`src/rtl/lsu_rv32i_if.sv`:
```
// Request/response handshake between the execute stage and the load/store unit.
// The execute stage is the master; lsu_rv32i is the slave.
interface lsu_rv32i_if;
  logic        req_valid;
  logic        req_ready;
  logic        req_store;
  logic [2:0]  req_type;
  logic [31:0] req_addr;
  logic [31:0] req_wdata;
  logic        resp_valid;
  logic [31:0] resp_rdata;
  logic [1:0]  resp_err;

  modport master (
    output req_valid, req_store, req_type, req_addr, req_wdata,
    input  req_ready, resp_valid, resp_rdata, resp_err
  );

  modport slave (
    input  req_valid, req_store, req_type, req_addr, req_wdata,
    output req_ready, resp_valid, resp_rdata, resp_err
  );
endinterface

```
`src/rtl/lsu_rv32i.sv`:
```
// Load/store sequencer between the RV32I execute stage and data_mem_rv32i:
// validates one request at a time, drives the memory, and extends load data.
module lsu_rv32i #(
  parameter int DMEM_ADDR_BITS = 10
) (
  input  logic        clock,
  input  logic        reset_n,
  lsu_rv32i_if.slave  bus,
  output logic        cu_store,
  output logic [1:0]  cu_storetype,
  output logic [31:0] dmem_addr,
  output logic [31:0] rs2,
  input  logic [31:0] dmem_out
);

  typedef enum logic [1:0] {
    IDLE,
    ACCESS,
    LOAD_DATA,
    RESP
  } state_e;

  state_e      state_q;
  logic        store_q;
  logic [2:0]  type_q;
  logic        respValid_q;
  logic [31:0] respRdata_q;
  logic [1:0]  respErr_q;
  logic        cuStore_q;
  logic [1:0]  cuStoreType_q;
  logic [31:0] dmemAddr_q;
  logic [31:0] rs2_q;

  logic        illegal;
  logic        misaligned;
  logic        outOfRange;
  logic [1:0]  err_d;
  logic [31:0] byteLane;
  logic [15:0] halfLane;
  logic [31:0] rdata_d;

  assign bus.req_ready  = (state_q == IDLE);
  assign bus.resp_valid = respValid_q;
  assign bus.resp_rdata = respRdata_q;
  assign bus.resp_err   = respErr_q;
  assign cu_store       = cuStore_q;
  assign cu_storetype   = cuStoreType_q;
  assign dmem_addr      = dmemAddr_q;
  assign rs2            = rs2_q;

  // Request classification; priority is illegal type, then alignment, then range.
  always_comb begin
    illegal    = 1'b0;
    misaligned = 1'b0;
    outOfRange = 1'b0;
    err_d      = 2'b00;
    if (bus.req_store) begin
      illegal = !((bus.req_type == 3'b000) || (bus.req_type == 3'b001) ||
                  (bus.req_type == 3'b010));
    end else begin
      illegal = (bus.req_type == 3'b011) || (bus.req_type[2:1] == 2'b11);
    end
    case (bus.req_type[1:0])
      2'b01:   misaligned = bus.req_addr[0];
      2'b10:   misaligned = |bus.req_addr[1:0];
      default: misaligned = 1'b0;
    endcase
    outOfRange = |(bus.req_addr >> DMEM_ADDR_BITS);
    if (illegal) begin
      err_d = 2'b11;
    end else if (misaligned) begin
      err_d = 2'b01;
    end else if (outOfRange) begin
      err_d = 2'b10;
    end
  end

  // dmem_addr still holds the load address while the read word is returned.
  always_comb begin
    byteLane = dmem_out >> {dmemAddr_q[1:0], 3'b000};
    halfLane = dmemAddr_q[1] ? dmem_out[31:16] : dmem_out[15:0];
    case (type_q)
      3'b000:  rdata_d = {{24{byteLane[7]}}, byteLane[7:0]};
      3'b100:  rdata_d = {24'h000000, byteLane[7:0]};
      3'b001:  rdata_d = {{16{halfLane[15]}}, halfLane};
      3'b101:  rdata_d = {16'h0000, halfLane};
      default: rdata_d = dmem_out;
    endcase
  end

  // Write enable is a register so an asynchronous reset kills a pending store.
  always_ff @(posedge clock or negedge reset_n) begin
    if (!reset_n) begin
      state_q       <= IDLE;
      store_q       <= 1'b0;
      type_q        <= 3'b000;
      respValid_q   <= 1'b0;
      respRdata_q   <= 32'h0;
      respErr_q     <= 2'b00;
      cuStore_q     <= 1'b0;
      cuStoreType_q <= 2'b00;
      dmemAddr_q    <= 32'h0;
      rs2_q         <= 32'h0;
    end else begin
      respValid_q <= 1'b0;
      cuStore_q   <= 1'b0;
      case (state_q)
        IDLE: begin
          if (bus.req_valid) begin
            store_q     <= bus.req_store;
            type_q      <= bus.req_type;
            respRdata_q <= 32'h0;
            respErr_q   <= 2'b00;
            if (err_d != 2'b00) begin
              respErr_q   <= err_d;
              respValid_q <= 1'b1;
              state_q     <= RESP;
            end else begin
              dmemAddr_q    <= bus.req_addr;
              cuStoreType_q <= bus.req_type[1:0];
              if (bus.req_store) begin
                rs2_q     <= bus.req_wdata;
                cuStore_q <= 1'b1;
              end
              state_q <= ACCESS;
            end
          end
        end
        ACCESS: begin
          if (store_q) begin
            respValid_q <= 1'b1;
            state_q     <= RESP;
          end else begin
            state_q <= LOAD_DATA;
          end
        end
        LOAD_DATA: begin
          respRdata_q <= rdata_d;
          respValid_q <= 1'b1;
          state_q     <= RESP;
        end
        RESP: begin
          state_q <= IDLE;
        end
        default: begin
          state_q <= IDLE;
        end
      endcase
    end
  end

endmodule

```
`src/flat_wrapper.sv`:
```
// flat-port wrapper written by rule: the top's interface ports become plain ports
module lsu_rv32i_flat 
#(
  parameter int DMEM_ADDR_BITS = 10
)
  (clock, reset_n, cu_store, cu_storetype, dmem_addr, rs2, dmem_out, bus_req_valid, bus_req_store, bus_req_type, bus_req_addr, bus_req_wdata, bus_req_ready, bus_resp_valid, bus_resp_rdata, bus_resp_err);
  lsu_rv32i_if bus_i ();
  input  logic clock;
  input  logic reset_n;
  output logic cu_store;
  output logic [1:0] cu_storetype;
  output logic [31:0] dmem_addr;
  output logic [31:0] rs2;
  input  logic [31:0] dmem_out;
  input wire logic [$bits(bus_i.req_valid)-1:0] bus_req_valid;
  input wire logic [$bits(bus_i.req_store)-1:0] bus_req_store;
  input wire logic [$bits(bus_i.req_type)-1:0] bus_req_type;
  input wire logic [$bits(bus_i.req_addr)-1:0] bus_req_addr;
  input wire logic [$bits(bus_i.req_wdata)-1:0] bus_req_wdata;
  output wire logic [$bits(bus_i.req_ready)-1:0] bus_req_ready;
  output wire logic [$bits(bus_i.resp_valid)-1:0] bus_resp_valid;
  output wire logic [$bits(bus_i.resp_rdata)-1:0] bus_resp_rdata;
  output wire logic [$bits(bus_i.resp_err)-1:0] bus_resp_err;
  assign bus_i.req_valid = bus_req_valid;
  assign bus_i.req_store = bus_req_store;
  assign bus_i.req_type = bus_req_type;
  assign bus_i.req_addr = bus_req_addr;
  assign bus_i.req_wdata = bus_req_wdata;
  assign bus_req_ready = bus_i.req_ready;
  assign bus_resp_valid = bus_i.resp_valid;
  assign bus_resp_rdata = bus_i.resp_rdata;
  assign bus_resp_err = bus_i.resp_err;
  lsu_rv32i #(.DMEM_ADDR_BITS(DMEM_ADDR_BITS)) u_core (.clock(clock), .reset_n(reset_n), .bus(bus_i), .cu_store(cu_store), .cu_storetype(cu_storetype), .dmem_addr(dmem_addr), .rs2(rs2), .dmem_out(dmem_out));
endmodule
```
`config.mk`:
```
export PLATFORM = sky130hd
export DESIGN_NAME = lsu_rv32i_flat
export DESIGN_NICKNAME = d
export VERILOG_FILES = /design/src/rtl/lsu_rv32i_if.sv /design/src/rtl/lsu_rv32i.sv /design/src/flat_wrapper.sv
export SDC_FILE = /design/constraint.sdc
export NUM_CORES = 1
export LEC_CHECK = 0
export CAP_MARGIN = 30
export CORE_UTILIZATION = 46
export DETAILED_ROUTE_END_ITERATION = 10
export PLACE_DENSITY = 0.95
export SYNTH_ARGS = -nofsm -noshare
export SYNTH_HDL_FRONTEND = slang
export SYNTH_SLANG_ARGS = --single-unit
```
`constraint.sdc`:
```
create_clock -name clock -period 3.9 [get_ports clock]
set_clock_uncertainty 0.15 [all_clocks]
set_input_delay 0.585 -clock clock [delete_from_list [all_inputs] [get_ports clock]]
set_output_delay 0.585 -clock clock [all_outputs]
set_load 0.01 [all_outputs]
```
# [Word-level counts from Yosys, hierarchy flattened]
# Cells that the tools add are included.
[word_totals] regBits=108 in_bits=103 word_cells=62
[classes] eq_ne=13 shifts=1 n_mux=22 n_bitwise=1 n_reduce_logical=15
[ops] op="case mux 32 bit (4 select lines)" count=1
[ops] op="case mux 32 bit (2 select lines)" count=1
[ops] op="two-way mux 32 bit" count=1
[ops] op=">> shifter 32 x 5 -> 8 bit" count=1
[ops] op="OR reduction 22 bit" count=1
[ops] op="two-way mux 16 bit" count=1
[ops] op="two-way mux 2 bit" count=6
[ops] op="two-way mux 1 bit" count=9
[ops] op="equality test 2 bit, second input constant" count=4
[ops] op="case mux 2 bit (4 select lines)" count=1
[ops] op="equality test 3 x 1 -> 1 bit, second input constant" count=2
[ops] op="equality test 3 x 2 -> 1 bit, second input constant" count=2
[ops] op="equality test 3 bit, second input constant" count=2
[ops] op="logical NOT 3 bit" count=2
[ops] op="equality test 2 x 1 -> 1 bit, second input constant" count=2
[ops] op="AND reduction 2 bit" count=2
[ops] op="AND reduction 4 bit" count=1
[ops] op="nonzero test 2 bit" count=2
[ops] op="logical OR 1 bit" count=3
[ops] op="case mux 1 bit (3 select lines)" count=1
[ops] op="AND reduction 3 bit" count=1
[ops] op="logical NOT 2 bit" count=1
[ops] op="inequality test 2 bit, second input constant" count=1
[ops] op="case mux 1 bit (2 select lines)" count=1
[ops] op="3 further kinds" count=3

# [Depth between registers and ports, before layout]
[logic_depth] ltp_word=10 mapped_depth=8 mapped_depth_nobuf=7

# [Least setup slack after synthesis]
# Ideal clock, no wire load.
[synth_path] path_kind="in2reg" from="input port bus_req_type[0]" to="register u_core.rs2_q[0], in the netlist u_core.rs2[0]" setup_ps=125 arrival_time_ps=2216 setup_slack_ps=1409 stages=7 cell_sequence="ha_1 > mux2_1 > o22a_2 > nor4_4 > nand3_4 > buf_6 > mux2_4"
[synth_between] elab_chain_cells=9
[synth_lines] element="from (decl)" line_no="flat_wrapper.sv:17" source="input wire logic [$bits(bus_i.req_type)-1:0] bus_req_type;"
[synth_lines] element="equality test 3 x 1 -> 1 bit / logical NOT 3 bit (equally long branches)" line_no="lsu_rv32i.sv:58" source="illegal = !((bus.req_type == 3'b000) || (bus.req_type == 3'b001) ||"
[synth_lines] element="logical OR 1 bit (2 in series)" line_no="lsu_rv32i.sv:58"
[synth_lines] element="logical NOT 1 bit" line_no="lsu_rv32i.sv:58"
[synth_lines] element="two-way mux 1 bit" line_no="lsu_rv32i.sv:57" source="if (bus.req_store) begin"
[synth_lines] element="two-way mux 2 bit *" line_no="lsu_rv32i.sv:69" source="if (illegal) begin"
[synth_lines] element="nonzero test 2 bit *" line_no="lsu_rv32i.sv:114" source="if (err_d != 2'b00) begin"
[synth_lines] element="NOT 1 bit (no source line) *"
[synth_lines] element="AND reduction 4 bit (no source line) *"
[synth_lines] element="to (signal assigned)" line_no="lsu_rv32i.sv:122" source="rs2_q <= bus.req_wdata;"
[synth_lines] element="to (decl)" line_no="lsu_rv32i.sv:32" source="logic [31:0] rs2_q;"
# Every way passes the cells marked *; elsewhere a longest branch is shown, timed or not.
# A chain may end at the register's enable or synchronous reset.

# [Worst setup path in the final report]
[layout_path] from="input port bus_req_type[1]" to="register u_core.dmemAddr_q[5], in the netlist u_core.dmem_addr[5]"
[layout_between] elab_chain_cells=9
[layout_lines] element="equality test 3 x 1 -> 1 bit / logical NOT 3 bit (equally long branches)" line_no="lsu_rv32i.sv:58"
[layout_lines] element="logical OR 1 bit (2 in series)" line_no="lsu_rv32i.sv:58"
[layout_lines] element="logical NOT 1 bit" line_no="lsu_rv32i.sv:58"
[layout_lines] element="two-way mux 1 bit" line_no="lsu_rv32i.sv:57"
[layout_lines] element="two-way mux 2 bit *" line_no="lsu_rv32i.sv:69"
[layout_lines] element="nonzero test 2 bit *" line_no="lsu_rv32i.sv:114"
[layout_lines] element="NOT 1 bit (no source line) *"
[layout_lines] element="AND reduction 3 bit (no source line) *"
[layout_lines] element="to (signal assigned)" line_no="lsu_rv32i.sv:119" source="dmemAddr_q <= bus.req_addr;"
[layout_lines] element="to (decl)" line_no="lsu_rv32i.sv:31" source="logic [31:0] dmemAddr_q;"
# Marks and branches as above.

==> reports/metrics.cfg <==
[clocking]
numClockSinks = 108
clock_path_buffers = 2
clkTransAtPathRegs_ns = 0.09
cts_buffers = 9
cts_tree = done
cts_root_buf = clkbuf_8
cts_resized = 0
clk_latency_ns = 0.35
htree_levels = 3

[critical_path]
required_ns = 3.99
max_stage_delay_ns = 0.49
crit_arrival_ns = 3.04
crit_path_end_kind = register
critPathKind = in2reg
crit_path_cell_trace = clkdlybuf4s50_1, ha_1, mux2_1, o22a_2, nor4_4, nand2_2, mux2_2
path_depth = 7
startpoint_type = input port
critical-path-top-delay-family = simple AND/OR/NAND/NOR gates
r2r.worst_path.cells = 5
regToRegStartpoint = u_core.dmem_addr[1]
critPathBufInv = 1
slowest_stage = clkdlybuf4s50_1
reg2reg_slack_ns = 1.35
path_max_fanout = 34
cp-startpoint = bus_req_type[1]

[floorplan]
start_util = 0.482
io_pins = 206
row_count = 36
die_h_um = 104
fp.dieW_um = 104
core_um2 = 9910
dieArea_um2 = 10800

[routing]
vias = 3869
drtIter0Drc = 197
wl_um = 13000
dr.pass1.iters = 4
detail-route-antenna-nets = 0
wire_per_inst_um = 18.4
drc = 0
vias_per_cell = 5.48

[status]
outcome = finished clean

[layout]
fin_area_um2 = 7170
syn2layout_area_growth_pct = 50.3
fin_util = 0.724
nFillCells = 672
drive_gt1_frac = 0.136
nNetsFinal = 679
diodes = 0

[grt]
grt_max_degree = 69
grt_pass1_wl_um = 21100
grt_pass1_vias = 4156
grt_antenna_before_repair = 0
grt_overflow = 0
grt_util_all_layers = 0.244

[synth]
ys_seq_elements = 108
syn_area_um2 = 4770
synth_top_family_by_area = multiplexers
synthMuxAreaShare = 0.150
synth_cell_types = 39
ys_warn_count = 0
synth_edf_count = 0
ys_async_sr_fraction = 1.00
synthXorXnorAreaFrac = 0
synth_compound_area_frac = 0.129
ys_seq_area_frac = 0.566
synth_nets = 479
syn_inst = 368
synthAdderAreaFrac = 0.0210
synth-simple-area-share = 0.104
synth_flop_cell = dfrtp_1
avgSynthCellArea_um2 = 13.0

[timing]
worst_slew_pin_slew_ns = 0.927
tns_ns = 0
report.final.slew_viol_count = 0
hold_viol_final = 0
rsz0062_at_grt = no
post-route-period-util = 0.757
setup_viol = 0
finalCriticalPeriod_ns = 2.95
max_freq_ghz = 0.339
slew_headroom = 0.382

[run]
max_cap_viol_count = 0

[pwr]
ir_worst_vdd_uv = 287
p_per_area_nw_per_um2 = 468
p_leak_nw = 3.22

[min_path]
hold_start = u_core.bus.resp_rdata[3]
hp-class = reg2reg
hold-path-cell-count = 2

[placement]
routabilityCongestion = 0.814
hpwl_um = 9820
port_buffers = 205
placed_area_um2 = 6940

[repair_timing]
action,in CTS,in global routing
hold buffers,1,0
endpoints found under the hold margin,16,0
buffers inserted,0,0
[logic make-up (layout without fill, tap and decap cells)]
| logic type | count (synthesis) | in the layout |
|---|---|---|
| AO/OA/AOI/OAI | 82 | 82 |
| buffers and inverters | 30 | 235 |
| adder cells (fa/ha/maj) | 8 | 8 |
| AND/OR/NAND/NOR | 88 | 88 |
| flip-flops | 108 | 108 |
| multiplexers | 52 | 52 |
[through the flow]
stage / instances / hold slack [ns] / power (W) / setup slack (ns)
floorplan: 368 / 0.139 / 0.00204 / 1.41
global placement: 688 / 0.309 / 0.00257 / 0.670
detailed placement: 689 / 0.316 / 0.00263 / 0.589
CTS: 706 / 0.341 / 0.00338 / 0.967
global route: 706 / 0.363 / 0.00355 / 0.814
finish: 706 / 0.337 / 0.00336 / 0.949
[tightest hold or removal path, stage by stage, from the launching register on]
cell	delay [ns]
dfrtp_1	0.35
nand2_1	0.05
o31ai_1	0.05
[where the power goes]
group | switching [W] | leakage [nW] | internal [W]
logic | 0.000525 | 1.66 | 0.000624
clock network | 0.000383 | 0.107 | 0.000368
registers | 0.000158 | 1.45 | 0.00130
[synthesized netlist by cell type (3+ instances only)]
cell type | count | area share
dfrtp_1 | 108 | 0.57
mux2_4 | 29 | 0.091
and2_1 | 22 | 0.029
o21ai_0 | 20 | 0.021
mux2_2 | 18 | 0.042
a221o_1 | 17 | 0.036
nand2_1 | 16 | 0.013
clkbuf_1 | 15 | 0.012
nor2_1 | 14 | 0.011
nand2b_1 | 10 | 0.013
a21oi_1 | 8 | 0.0084
ha_1 | 8 | 0.021
inv_1 | 8 | 0.0063
nor2b_1 | 8 | 0.010
a2111oi_0 | 7 | 0.013
a211oi_1 | 7 | 0.011
a32o_1 | 6 | 0.013
nor4_1 | 6 | 0.0079
o31ai_1 | 6 | 0.0094
nor3_1 | 5 | 0.0052
buf_6 | 4 | 0.0094
a21o_1 | 3 | 0.0047
o21a_1 | 3 | 0.0047
[registers in the layout, indices dropped and copies added, names as in the netlist]
name                   flops
u_core.cu_storetype        2
u_core.bus.resp_valid      1
u_core.state_q             2
u_core.cu_store            1
u_core.bus.resp_err        2
u_core.dmem_addr          32
u_core.store_q             1
u_core.type_q              3
u_core.rs2                32
u_core.bus.resp_rdata     32
[routing by layer]
layer  global-route usage  wire (um)  vias up
li1                     -          -     1734
met1                0.300       4980     1897
met2                0.419       6550      215
met3               0.0608       1180       23
met4               0.0816        248        0
met5                    0          0        -
[worst paths after layout]
kind	end
setup reg to reg	u_core.bus.resp_rdata[13]
max in group asynchronous	u_core.rs2[18]
hold / removal	u_core.bus.resp_rdata[3]
setup / recovery	u_core.dmem_addr[5]
min in group asynchronous	u_core.bus.resp_rdata[24]
hold reg to reg	u_core.bus.resp_rdata[3]
[layout make-up]
cell class / count / area [um2] / area share
sequential: 108 / 2700 / 0.377
multi-input combinational: 230 / 1940 / 0.270
clock buffer: 10 / 128 / 0.0178
clock inverter: 6 / 93.8 / 0.0131
inverter: 8 / 30.0 / 0.00419
timing repair buffer: 211 / 2120 / 0.295
tap: 133 / 166 / 0.0232
[cell usage in the layout (no fill, tap or decap), types with 2 or more instances in the layout]
| cell | instances |
|---|---|
| a2111oi_0 | 7 |
| a211oi_1 | 7 |
| a21o_1 | 3 |
| a21oi_1 | 7 |
| a221o_1 | 17 |
| a32o_1 | 6 |
| and2_1 | 22 |
| and2_2 | 2 |
| buf_4 | 5 |
| bufinv_16 | 2 |
| clkbuf_8 | 9 |
| clkdlybuf4s50_1 | 204 |
| dfrtp_1 | 108 |
| ha_1 | 8 |
| inv_1 | 8 |
| inv_6 | 2 |
| mux2_2 | 18 |
| mux2_4 | 29 |
| mux2i_1 | 2 |
| mux4_2 | 2 |
| nand2_1 | 16 |
| nand2b_1 | 10 |
| nor2_1 | 14 |
| nor2b_1 | 8 |
| nor3_1 | 5 |
| nor4_1 | 5 |
| o21a_1 | 3 |
| o21ai_0 | 20 |
| o31ai_1 | 6 |
Note: power is estimated with default switching activity, not from simulation.
